### config.mk
export PLATFORM = sky130hd
export DESIGN_NAME = pcileech_com_rxpack
export DESIGN_NICKNAME = d
export VERILOG_FILES = /design/src/rtl/pcileech_com_rxpack.sv
export SDC_FILE = /design/constraint.sdc
export NUM_CORES = 1
export LEC_CHECK = 0
export BUFFER_PORTS_ARGS = -buffer_cell sky130_fd_sc_hd__buf_2
export CORE_MARGIN = 2
export CORE_UTILIZATION = 30
export CTS_CLUSTER_DIAMETER = 120
export DETAILED_ROUTE_END_ITERATION = 6
export PLACE_DENSITY_LB_ADDON = 0.2
export SYNTH_ARGS = -nofsm -noshare
export SYNTH_HDL_FRONTEND = slang
export SYNTH_SLANG_ARGS = --single-unit
### constraint.sdc
create_clock -name clk -period 4.2 [get_ports clk]
set_input_delay 0.42 -clock clk [delete_from_list [all_inputs] [get_ports clk]]
set_output_delay 0.42 -clock clk [all_outputs]
set_load 0.01 [all_outputs]
### src/rtl/pcileech_com_rxpack.sv
// Packs RATIO narrow input words into one wide word, with a double-SYNC_WORD
// resync, an optional idle timeout for partial words and a small FWFT output FIFO.
module pcileech_com_rxpack #(
  parameter int          DW_IN     = 32,
  parameter int          RATIO     = 2,
  parameter logic [31:0] SYNC_WORD = 32'h66665555,
  parameter int          DEPTH     = 4,
  parameter int          TIMEOUT   = 0
) (
  input  logic                        clk,
  input  logic                        rst,
  input  logic [DW_IN-1:0]            din,
  input  logic                        din_valid,
  output logic [DW_IN*RATIO-1:0]      dout,
  output logic                        dout_valid,
  input  logic                        dout_ready,
  output logic [$clog2(DEPTH):0]      level,
  output logic [$clog2(RATIO)-1:0]    lane,
  output logic                        resync_pulse,
  output logic                        timeout_pulse,
  output logic [15:0]                 drop_cnt
);

  localparam int OW = DW_IN * RATIO;
  localparam int LW = $clog2(RATIO);
  localparam int AW = $clog2(DEPTH);
  localparam int CW = (TIMEOUT > 1) ? $clog2(TIMEOUT + 1) : 1;
  localparam logic [DW_IN-1:0] SYNC_W = DW_IN'(SYNC_WORD);

  logic [OW-1:0]    pack_q, pack_d;
  logic [LW-1:0]    lane_q, lane_d;
  logic [DW_IN-1:0] last_word_q, last_word_d;
  logic             last_valid_q, last_valid_d;
  logic [CW-1:0]    idle_q, idle_d;
  logic             push_q, push_d;
  logic             resync_q, resync_d;
  logic             tmo_q, tmo_d;
  logic [AW-1:0]    wr_ptr_q, wr_ptr_d;
  logic [AW-1:0]    rd_ptr_q, rd_ptr_d;
  logic [AW:0]      level_q, level_d;
  logic [15:0]      drop_q, drop_d;
  logic [OW-1:0]    mem_q [DEPTH];

  logic resync, pop, full, wr_en;

  // A resync needs two consecutive markers; last_word is frozen across a resync
  // so a run of markers keeps resyncing.
  assign resync = din_valid && (din == SYNC_W) && last_valid_q && (last_word_q == SYNC_W);

  always_comb begin
    pack_d       = pack_q;
    lane_d       = lane_q;
    last_word_d  = last_word_q;
    last_valid_d = last_valid_q;
    idle_d       = idle_q;
    push_d       = 1'b0;
    resync_d     = 1'b0;
    tmo_d        = 1'b0;
    if (din_valid) begin
      idle_d = '0;
      if (resync) begin
        lane_d   = '0;
        pack_d   = '0;
        resync_d = 1'b1;
      end else begin
        pack_d       = {pack_q[OW-DW_IN-1:0], din};
        last_word_d  = din;
        last_valid_d = 1'b1;
        if (lane_q == LW'(RATIO - 1)) begin
          lane_d = '0;
          push_d = 1'b1;
        end else begin
          lane_d = lane_q + LW'(1);
        end
      end
    end else if ((TIMEOUT > 0) && (lane_q != '0)) begin
      if (idle_q == CW'(TIMEOUT - 1)) begin
        lane_d       = '0;
        pack_d       = '0;
        last_valid_d = 1'b0;
        idle_d       = '0;
        tmo_d        = 1'b1;
      end else begin
        idle_d = idle_q + CW'(1);
      end
    end else begin
      idle_d = '0;
    end
  end

  // The completed word stays in pack_q for the cycle after completion, which is
  // exactly when push_q writes it into the FIFO.
  assign dout_valid = (level_q != '0);
  assign pop        = dout_valid && dout_ready;
  assign full       = (level_q == (AW+1)'(DEPTH));
  assign wr_en      = push_q && (!full || pop) && !rst;

  always_comb begin
    wr_ptr_d = wr_en ? wr_ptr_q + AW'(1) : wr_ptr_q;
    rd_ptr_d = pop   ? rd_ptr_q + AW'(1) : rd_ptr_q;
    level_d  = level_q;
    if (wr_en && !pop)      level_d = level_q + (AW+1)'(1);
    else if (!wr_en && pop) level_d = level_q - (AW+1)'(1);
    drop_d = drop_q;
    if (push_q && full && !pop && (drop_q != 16'hFFFF)) drop_d = drop_q + 16'd1;
  end

  always_ff @(posedge clk) begin
    if (rst) begin
      pack_q       <= '0;
      lane_q       <= '0;
      last_word_q  <= '0;
      last_valid_q <= 1'b0;
      idle_q       <= '0;
      push_q       <= 1'b0;
      resync_q     <= 1'b0;
      tmo_q        <= 1'b0;
      wr_ptr_q     <= '0;
      rd_ptr_q     <= '0;
      level_q      <= '0;
      drop_q       <= '0;
    end else begin
      pack_q       <= pack_d;
      lane_q       <= lane_d;
      last_word_q  <= last_word_d;
      last_valid_q <= last_valid_d;
      idle_q       <= idle_d;
      push_q       <= push_d;
      resync_q     <= resync_d;
      tmo_q        <= tmo_d;
      wr_ptr_q     <= wr_ptr_d;
      rd_ptr_q     <= rd_ptr_d;
      level_q      <= level_d;
      drop_q       <= drop_d;
    end
  end

  // Storage needs no reset: pointers and level define what is valid.
  always_ff @(posedge clk) begin
    if (wr_en) mem_q[wr_ptr_q] <= pack_q;
  end

  assign dout          = dout_valid ? mem_q[rd_ptr_q] : '0;
  assign level         = level_q;
  assign lane          = lane_q;
  assign resync_pulse  = resync_q;
  assign timeout_pulse = tmo_q;
  assign drop_cnt      = drop_q;

endmodule
* Word level (Yosys, flattened, before mapping)
Memories as Yosys holds them, arrays and structs flattened. A register that Yosys moved wholly into a read port is not among the register bits.
Cells that the tools add are included.
** Cells by class
- $add $sub $neg :: 6
- Multiply operators :: 0
- Divide/modulo/power cells :: 0
- Magnitude comparators :: 0
- Eq/ne operators :: 4
- Shifts and indexed selects :: 0
- Muxes and demuxes :: 12
- Bitwise operators :: 2
- Reduce and logical (&&, ||, !) cells :: 21
** Operator list (number)
- $mux 64 :: 2
- $eq 32x31->1 const B :: 2
- $add 16x1->16 const B :: 1
- $ne 16x16->1 const B :: 1
- $logic_and 1x1->1 :: 11
- $mux 1 :: 6
- $mux 3 :: 2
- $add 2x1->2 const B :: 2
- $logic_not 1->1 :: 4
- $mux 2 :: 2
- $add 3x1->3 const B :: 1
- $eq 3x3->1 const B :: 1
- $reduce_bool 3->1 :: 1
- $reduce_or 3->1 :: 1
- $sub 3x1->3 const B :: 1
- $not 1->1 :: 2
- $reduce_and 2->1 :: 1
- $reduce_bool 2->1 :: 1
- $reduce_or 2->1 :: 1
- $add 1x1->1 const B :: 1
- $logic_or 1x1->1 :: 1
** Word-level totals
- Register bits after elaboration :: 123
- Bits in latches :: 0
- Memory bits (writable) :: 256
- Memory bits (read-only) :: 0
- Bits of input ports :: 36
- Output and inout port bits :: 87
- Memories :: 1
** Memory list
- mem_q :: depth 4, bits a word 64, rd ports 1, clocked after Yosys merged registers in 1, write ports 1, line 42 : logic [OW-1:0] mem_q [DEPTH];

* Longest topological paths before layout
Gate-level depths: netlist (run 1).
- Word-level depth :: 9
- Mapped depth :: 9

* Least setup slack after synthesis (run 1)
OpenSTA, ideal clock, no wires.
- Path type :: register -> register
- Start point :: register level_q[0], in the netlist level[0]
- End point :: memory mem_q[0][0] in the netlist's numbering (enable)
- Library setup time :: 0.429 ns
- Arrival time :: 2.512 ns
- Data required time :: 3.771 ns
- Setup slack :: 1.259 ns
- Cell stages (with the launch flop) :: 5
- Clock period less this slack :: 2.941 ns
- Cells stage by stage :: dfxtp_1 -> nor4b_2 -> nand2b_1 -> nor2_1 -> and2_1
** Between the ends
- Word-level cells in the longest chain between the ends :: 7
- Elaborated cells on any way between the ends :: 9
- Classes of those cells :: 1 x eq/ne; 2 x mux; 6 x reduce/logical
** RTL lines
- from (decl) :: line 40 : logic [AW:0] level_q, level_d;
- from (signal assigned) :: line 133 : level_q <= level_d;
- $eq 3x3->1 or $reduce_bool 3->1 (tied branches) :: line 95, 93
- $logic_not 1->1 or $logic_and 1x1->1 (tied branches) :: line 96, 94
- $logic_or 1x1->1 * :: line 96 : assign wr_en = push_q && (!full || pop) && !rst;
- $logic_and 1x1->1 * (2 in a row) :: line 96
- named net wr_en :: line 44 : logic resync, pop, full, wr_en;
- $mux 1 * :: line 140 : if (wr_en) mem_q[wr_ptr_q] <= pack_q;
- $mux 1 (implied by the code) * :: line 140
- to (decl) :: line 42
Mark *: on every way through the listed nets, which the timed path passes. The rest lies on a longest branch.

==> out/metrics.csv, run 1 <==
metric;value;unit
first-pass GRT wire length;54500;um
DR WL/cell;20.3;um
CP startpoint kind;flip-flop;
Final Hold Fails;0;
Max H-tree Level;2;
die span in y;227;um
Post-Syn Instances;951;
Cell Pwr Density;550;nW/um^2
sequential fraction of the synthesis area;68.4;%
Max Clock Freq;0.331;GHz
Synth Cell Area;14900;um^2
hold_sp;din[13];
Setup CP Type;flip-flop to primary output;
clk root buf;clkbuf_16;
share of layout cells above drive strength 1;24.7;%
#FFs+latches synth;381;
CTS Buf Count;42;
r2r startpoint;last_word_q[21];
Initial Util;30.4;%
Worst setup endpoint;dout[5];
slew margin rel.;36.4;%
RSZ-0062 raised after global routing;false;
max_cap viols;0;
status;complete, no violations;
Tcrit/Tclk final;71.8;%
CP top delay family;flip-flops;
multiplexer share of the synthesized area;9.96;%
worst-margin pin slew;0.955;ns
async set-or-reset flop fraction in the synthesized netlist;0;%
number of gates resized after CTS;0;
met1 wire length;17500;um
Syn Area/Cell;15.7;um^2
Tmin final;3.02;ns
Most used DFF post-synth;edfxtp_1;
post-synth cell types;53;
Setup TNS;0;ns
I/O pins;123;
simple logic cell fraction of the synthesized area;10.4;%
Sink Count;381;
DRC violation count after routing;0;
CP cell instances;buf_12 > mux4_2 > and2_1 > buf_2;
register area;10200;um^2
flop2flop setup slack;1.53;ns
vias in the first global route;8529;
grt ovf;0;
placed insts;1688;
Crit. End Element;primary output;
Clock Path Buffers;3;
DP HPWL;22500;um
Hold Path Class;primary input to flip-flop;
Post-CTS Setup Bufs;0;
total power;9.71;mW
Syn Nets;994;
largest net degree at the start of global routing;68;
core box area;49000;um^2
Worst path depth;4;
final antenna-violating net count;0;
Antenna Cells;0;
worst path required time;3.78;ns
Clk pin slew, worst setup/hold paths;0.06;ns
FP Rows;81;
routed length on met3;1620;um
yosys warns;0;
Avg Vias per Cell;4.80;
CP Max Fanout;42;
slowest CP cell;dfxtp_4;
main combinational cell family by area after synthesis;simple AND/OR/NAND/NOR gates;
VDD IR max;0.000315;V
fin util;36.1;%
# fillers;4692;
FF-to-FF path depth;5;
Hold Slack;0.195;ns
Setup Skew;0.0144;ns
setup violators final;0;
GP Congestion;0.771;
Post-synth EDFFs;256;
crit path DAT;2.60;ns
wirelength, routed;35800;um
Adder-Cell Fraction of Synth Area;0.639;%
PortBufs;121;
crit path buf inv count;2;
drt first pass iters;5;
initial antenna violation count;1;
area of the multi-input gates;4290;um^2
hold buffers post-CTS;0;
slowest stage delay, CP;0.66;ns
Die Span X;227;um
full die area;51400;um^2
xor/xnor cell area share of the yosys netlist;1.06;%
CTS tree;built;
Final Net Count;1111;
First DRT Iteration DRCs;595;
met2 routed WL;16000;um
Pins Over Slew Limit;0;
Finished Layout Cells;1766;
highest routed layer;met4;
Total GRT Usage;14.1;%
Layout area overhead;18.6;%
Lkg Pwr;6.04;nW
Compound-Gate Fraction of Synth Area;6.65;%
Worst-Skew Late Latency;0.55;ns
worst flop-to-flop path endpoint;pack_q[18];
via count;8483;
## kinds of logic (layout without fill, tap and decap cells)
kind of cell | after synthesis | in the layout
AO/OA/AOI/OAI | 129 | 129
adder cells (fa/ha/maj) | 7 | 7
other | 1 | 1
AND/OR/NAND/NOR | 249 | 249
buffers and inverters | 98 | 249
XOR/XNOR | 18 | 18
multiplexers | 68 | 68
flip-flops | 381 | 381
## final cells by class
| cell class | instances | area share [%] |
|---|---|---|
| flip-flops and latches | 381 | 57.8 |
| repair buffers | 136 | 4.44 |
| clock inverters | 15 | 1.09 |
| clock buffers | 63 | 6.99 |
| multi-input cells | 472 | 24.3 |
| well taps | 664 | 4.71 |
| inverters | 35 | 0.744 |
## per-layer routing
metal  GRT usage [%]  up-vias
li1                -     3938
met1            20.7     4298
met2            21.4      202
met3            2.22       45
met4            4.33        0
met5               0        -
## Yosys cell counts, types with 7 or more instances
cell type,number,area (um^2)
nand2_1,26,97.6
buf_2,10,50.1
nor4_1,10,62.6
a311oi_1,9,78.8
and2_1,70,438
or4b_1,8,80.1
nand2b_1,22,138
a22o_1,32,280
nor2_1,29,109
mux4_2,64,1440
dfxtp_1,125,2500
edfxtp_1,256,7690
clkbuf_1,42,158
o32ai_1,17,149
o32a_1,12,120
o211ai_1,12,90.1
a21oi_1,34,170
nor3_1,10,50.1
inv_1,35,131
nand4b_1,15,131
nand3b_1,16,120
nand4_1,7,43.8
xnor2_1,13,114
## placed cells by master, fill, tap and decap left out, drive strengths merged, types with 7 or more instances in the layout
cell type	Yosys	layout
edfxtp	256	256
buf	21	136
dfxtp	125	125
and2	70	70
mux4	64	64
clkbuf	42	63
inv	35	35
a21oi	34	34
a22o	32	32
nor2	29	29
nand2	27	27
nand2b	22	22
o32ai	17	17
nand3b	16	16
nand4b	15	15
xnor2	13	13
o32a	12	12
o211ai	12	12
nor3	10	10
nor4	10	10
clkinv	0	10
a311oi	9	9
or4b	8	8
nand4	7	7
## sequential cells by signal, indices dropped and copies added (netlist names), named ones only
register and flops:
last_valid_q 1, rd_ptr_q 2, level 3, drop_cnt 16, push_q 1, wr_ptr_q 2, pack_q 64, last_word_q 32
lane 1, resync_pulse 1, mem_q 256
## worst min-delay path by stage
stage                      endpoint  slack (ns)  depth (start not counted)
floorplan           last_word_q[24]        0.43                          1
global placement    last_word_q[24]        0.46                          1
detailed placement  last_word_q[24]        0.45                          1
CTS                      pack_q[13]        0.16                          3
global route             pack_q[13]        0.19                          3
finish                   pack_q[13]        0.20                          3
## power by group
group          switching, mW  internal, mW  leakage [nW]
sequential             0.160          4.08          3.41
clock                   1.44          2.33         0.696
combinational          0.898         0.805          1.93
total                   2.50          7.22          6.04
## worst reg2reg max path: stages (launching register included)
cell     delay (ns)
dfxtp_1        0.38
or4b_1         0.48
nor4_1         0.30
and3_1         0.55
and2_1         0.60
o32ai_1        0.19
## per-stage QoR
step	cell area, um^2	setup WS [ns]
detailed placement	16200	1.31
global route	17700	0.994
floorplan	14900	1.26
global placement	16200	1.39
finish	17700	1.18
CTS	17700	1.06
Note: power is estimated with default switching activity, not from simulation.
==> inputs of run 2 (changes only) <==
==> constraint.sdc (replaced) <==
create_clock -name clk -period 3 [get_ports clk]
set_input_delay 0.3 -clock clk [delete_from_list [all_inputs] [get_ports clk]]
set_output_delay 0.3 -clock clk [all_outputs]
set_load 0.01 [all_outputs]
==> out/metrics.csv, run 2 (synthesis gave the netlist of run 1 again) <==
metric;value;unit
DR WL/cell;19.9;um
worst path required time;2.70;ns
share of layout cells above drive strength 1;24.7;%
Layout area overhead;17.6;%
Avg Vias per Cell;4.80;
GP Congestion;0.777;
grt ovf;0;
FP Rows;81;
Largest register FFs;256;
Most flops, register;mem_q;
Cell Pwr Density;748;nW/um^2
setup violators final;0;
vias in the first global route;8607;
Max Clock Freq;0.378;GHz
CP Max Fanout;64;
Tcrit/Tclk final;88.2;%
# fillers;4687;
CTS tree;built;
die span in y;227;um
DRC violation count after routing;0;
Int Power;9.67;mW
drt first pass iters;6;
VDD IR max;0.000375;V
I/O pins;123;
most common cell after layout, fill and taps aside;edfxtp_1;
largest net degree at the start of global routing;67;
full die area;51400;um^2
Clk pin slew, worst setup/hold paths;0.06;ns
Lkg Pwr;5.97;nW
Final Net Count;1109;
wirelength, routed;35000;um
crit path DAT;2.34;ns
number of gates resized after CTS;0;
CP startpoint kind;flip-flop;
net switching power figure;3.43;mW
switching share of power;26.2;%
Die Span X;227;um
Clock Path Buffers;3;
Pins Over Slew Limit;0;
Largest regs;mem_q x256, pack_q x64, last_word_q x32;
worst-margin pin slew;0.621;ns
Worst-Skew Late Latency;0.54;ns
final antenna-violating net count;0;
max_cap viols;0;
status;complete, no violations;
Total GRT Usage;13.9;%
initial antenna violation count;1;
Final Hold Fails;0;
Post-CTS Setup Bufs;0;
via count;8452;
Setup Skew;0.0122;ns
Sink Count;381;
Initial Util;30.4;%
CTS Buf Count;40;
hold buffers post-CTS;0;
first-pass GRT wire length;53500;um
RSZ-0062 raised after global routing;false;
total power;13.1;mW
Max H-tree Level;2;
Hold Path Class;primary input to flip-flop;
Antenna Cells;0;
Tmin final;2.64;ns
First DRT Iteration DRCs;627;
slew margin rel.;58.6;%
Clk pwr share;36.6;%
Crit. End Element;primary output;
DP HPWL;21300;um
clk root buf;clkbuf_16;
Seq pwr share;44.6;%
Setup CP Type;flip-flop to primary output;
Setup TNS;0;ns
most frequent cells in the layout;256 x edfxtp_1, 123 x dfxtp_1, 120 x buf_2;
Comb power frac;18.8;%
PortBufs;121;
core box area;49000;um^2
[run 2: routing by layer]
metal / wire, um / vias up / track usage [%]
met1: 16800 / 4268 / 20.1
met2: 15500 / 203 / 20.7
met4: 863 / 0 / 4.82
li1: - / 3932 / -
met3: 1840 / 49 / 2.64
met5: 0 / - / 0
[run 2: power by group through the flow]
stage          logic, mW  clock network (mW)  registers, mW
5_1_grt             2.73                5.15           5.87
3_3_place_gp        2.56                   0           5.95
2_1_floorplan       1.61                   0           5.91
4_1_cts             2.59                4.94           5.85
6_report            2.46                4.79           5.85
3_5_place_dp        2.58                   0           5.96
[run 2: metrics by stage]
step	hold slack, ns	worst slack, ns	instance area [um^2]	utilization [%]	instances
6_report	0.0673	0.355	17500	35.8	1760
5_1_grt	0.0708	0.194	17500	35.8	1760
4_1_cts	0.0360	0.260	17500	35.8	1760
3_5_place_dp	0.462	0.515	16200	33.2	1688
3_3_place_gp	0.466	0.518	16200	33.2	1688
2_1_floorplan	0.428	0.0593	14900	-	951
[run 2: critical path: stages, from the launching register on]
cell     delay, ns
dfxtp_4       0.35
buf_12        0.44
mux4_2        0.57
and2_1        0.24
buf_2         0.17
[run 2: final timing paths]
kind / startpoint / slack (ns) / endpoint / depth (start not counted)
hold / removal: din[23] / 0.07 / pack_q[23] / 3
setup / recovery: flip-flop / 0.36 / dout[22] / 4
hold reg to reg: last_word_q[24] / 0.47 / last_word_q[24] / 1
setup reg to reg: last_word_q[10] / 0.52 / last_word_q[4] / 6
[run 2: layout make-up]
cell class              instances  area, um^2  share of cell area (%)
inverters                      35         131                   0.750
repair buffers                136         796                    4.54
well taps                     664         831                    4.74
clock inverters                 9        71.3                   0.407
multi-input cells             472        4290                    24.5
flip-flops and latches        381       10200                    58.2
clock buffers                  63        1200                    6.85
==> inputs of run 3 (changes only) <==
--- a/config.mk
+++ b/config.mk
@@ -7,7 +7,7 @@
 export LEC_CHECK = 0
 export BUFFER_PORTS_ARGS = -buffer_cell sky130_fd_sc_hd__buf_2
 export CORE_MARGIN = 2
-export CORE_UTILIZATION = 30
+export CORE_UTILIZATION = 50
 export CTS_CLUSTER_DIAMETER = 120
 export DETAILED_ROUTE_END_ITERATION = 6
 export PLACE_DENSITY_LB_ADDON = 0.2
==> constraint.sdc (replaced) <==
create_clock -name clk -period 2.47 [get_ports clk]
set_input_delay 0.247 -clock clk [delete_from_list [all_inputs] [get_ports clk]]
set_output_delay 0.247 -clock clk [all_outputs]
set_load 0.01 [all_outputs]
==> out/metrics.csv, run 3 (synthesis gave the netlist of run 1 again) <==
metric;value;unit
die span in y;177;um
wirelength, routed;30000;um
post-placement setup slack;0.128;ns
full die area;31200;um^2
via count;8523;
Tcrit/Tclk final;95.1;%
Crit. End Element;primary output;
hold buffers post-CTS;0;
Finished Layout Cells;1506;
CP startpoint kind;flip-flop;
# fillers;2300;
Setup Skew;0.0155;ns
Clock Path Buffers;3;
core box area;29500;um^2
max_cap viols;0;
Clk pin slew, worst setup/hold paths;0.06;ns
FF-to-FF path depth;6;
Cell Pwr Density;897;nW/um^2
DRC violation count after routing;0;
placed insts;1430;
slowest CP cell;mux4_2;
Pins Over Slew Limit;0;
drt first pass iters;7;
Setup CP Type;flip-flop to primary output;
hold path depth;3;
clk root buf;clkbuf_16;
vias in the first global route;8293;
CP Max Fanout;13;
slew margin rel.;60.1;%
most common cell after layout, fill and taps aside;edfxtp_1;
first-pass GRT wire length;47400;um
Max Clock Freq;0.426;GHz
crit path DAT;2.10;ns
CTS tree;built;
CP cell instances;buf_4 > mux4_2 > and2_1 > buf_2;
status;complete, no violations;
Total GRT Usage;19.7;%
setup violators final;0;
Sink Count;381;
Most flops, register;mem_q;
Avg Vias per Cell;5.66;
share of layout cells above drive strength 1;26.5;%
CTS Buf Count;38;
final worst setup slack;0.121;ns
Max H-tree Level;2;
grt ovf;0;
DR WL/cell;19.9;um
Hold Path Class;primary input to flip-flop;
Hold Slack;0.0299;ns
Antenna Cells;0;
Layout area overhead;16.7;%
GP Congestion;0.841;
Final Net Count;1130;
worst path required time;2.22;ns
Largest register FFs;256;
Worst-Skew Late Latency;0.52;ns
Largest regs;mem_q x256, pack_q x64, last_word_q x32;
I/O pins;123;
Final Hold Fails;0;
total power;15.6;mW
Die Span X;177;um
initial antenna violation count;1;
Tmin final;2.35;ns
largest net degree at the start of global routing;116;
PortBufs;121;
First DRT Iteration DRCs;714;
slowest stage delay, CP;0.50;ns
fin util;58.9;%
most frequent cells in the layout;256 x edfxtp_1, 121 x dfxtp_1, 120 x buf_2;
FP Rows;63;
Lkg Pwr;6.08;nW
worst-margin pin slew;0.598;ns
Initial Util;50.5;%
VDD IR max;0.000537;V
final antenna-violating net count;0;
DP HPWL;19000;um
[run 3: cell type report]
type / count / area, um^2 / area share, %
Sequential cell: 381 / 10200 / 58.7
Inverter: 35 / 131 / 0.756
Timing Repair Buffer: 159 / 1070 / 6.15
Multi-Input combinational cell: 472 / 4290 / 24.7
Clock inverter: 18 / 96.3 / 0.555
Tap cell: 390 / 488 / 2.81
Clock buffer: 51 / 1090 / 6.30
[run 3: layer usage]
layer	up-vias	track usage, %	routed length (um)
met2	257	29.2	13500
li1	3980	-	-
met4	0	4.65	449
met1	4254	30.5	14200
met3	32	3.21	1770
met5	-	0	0
[run 3: repair_timing]
action / CTS / global route
buffers inserted: 0 / 7
gates resized for setup: 0 / 4
endpoints found under the setup margin: 0 / 25
[run 3: stage by stage]
stage	setup TNS, ns	area (um^2)
2_1_floorplan	0	14900
3_3_place_gp	0	16100
3_5_place_dp	0	16100
4_1_cts	0	17300
5_1_grt	-0.00817	17400
6_report	0	17400
[run 3: power breakdown]
| group | internal, mW | switching [mW] |
|---|---|---|
| combinational | 1.49 | 1.52 |
| clock | 3.12 | 2.30 |
| sequential | 6.94 | 0.197 |
| total | 11.6 | 4.02 |
[run 3: worst paths after layout]
path	slack, ns	to	start
max	0.12	dout[21]	flip-flop
min	0.03	pack_q[15]	din[15]
max reg2reg	0.20	lane	last_word_q[8]
min reg2reg	0.48	last_word_q[23]	last_word_q[23]
[run 3: critical path, delay by kind of cell, from the launching register on]
family,cells,cell delay [ns]
multiplexers,1,0.50
AND/OR/NAND/NOR,1,0.20
buffers and inverters,2,0.40
flip-flops,1,0.48
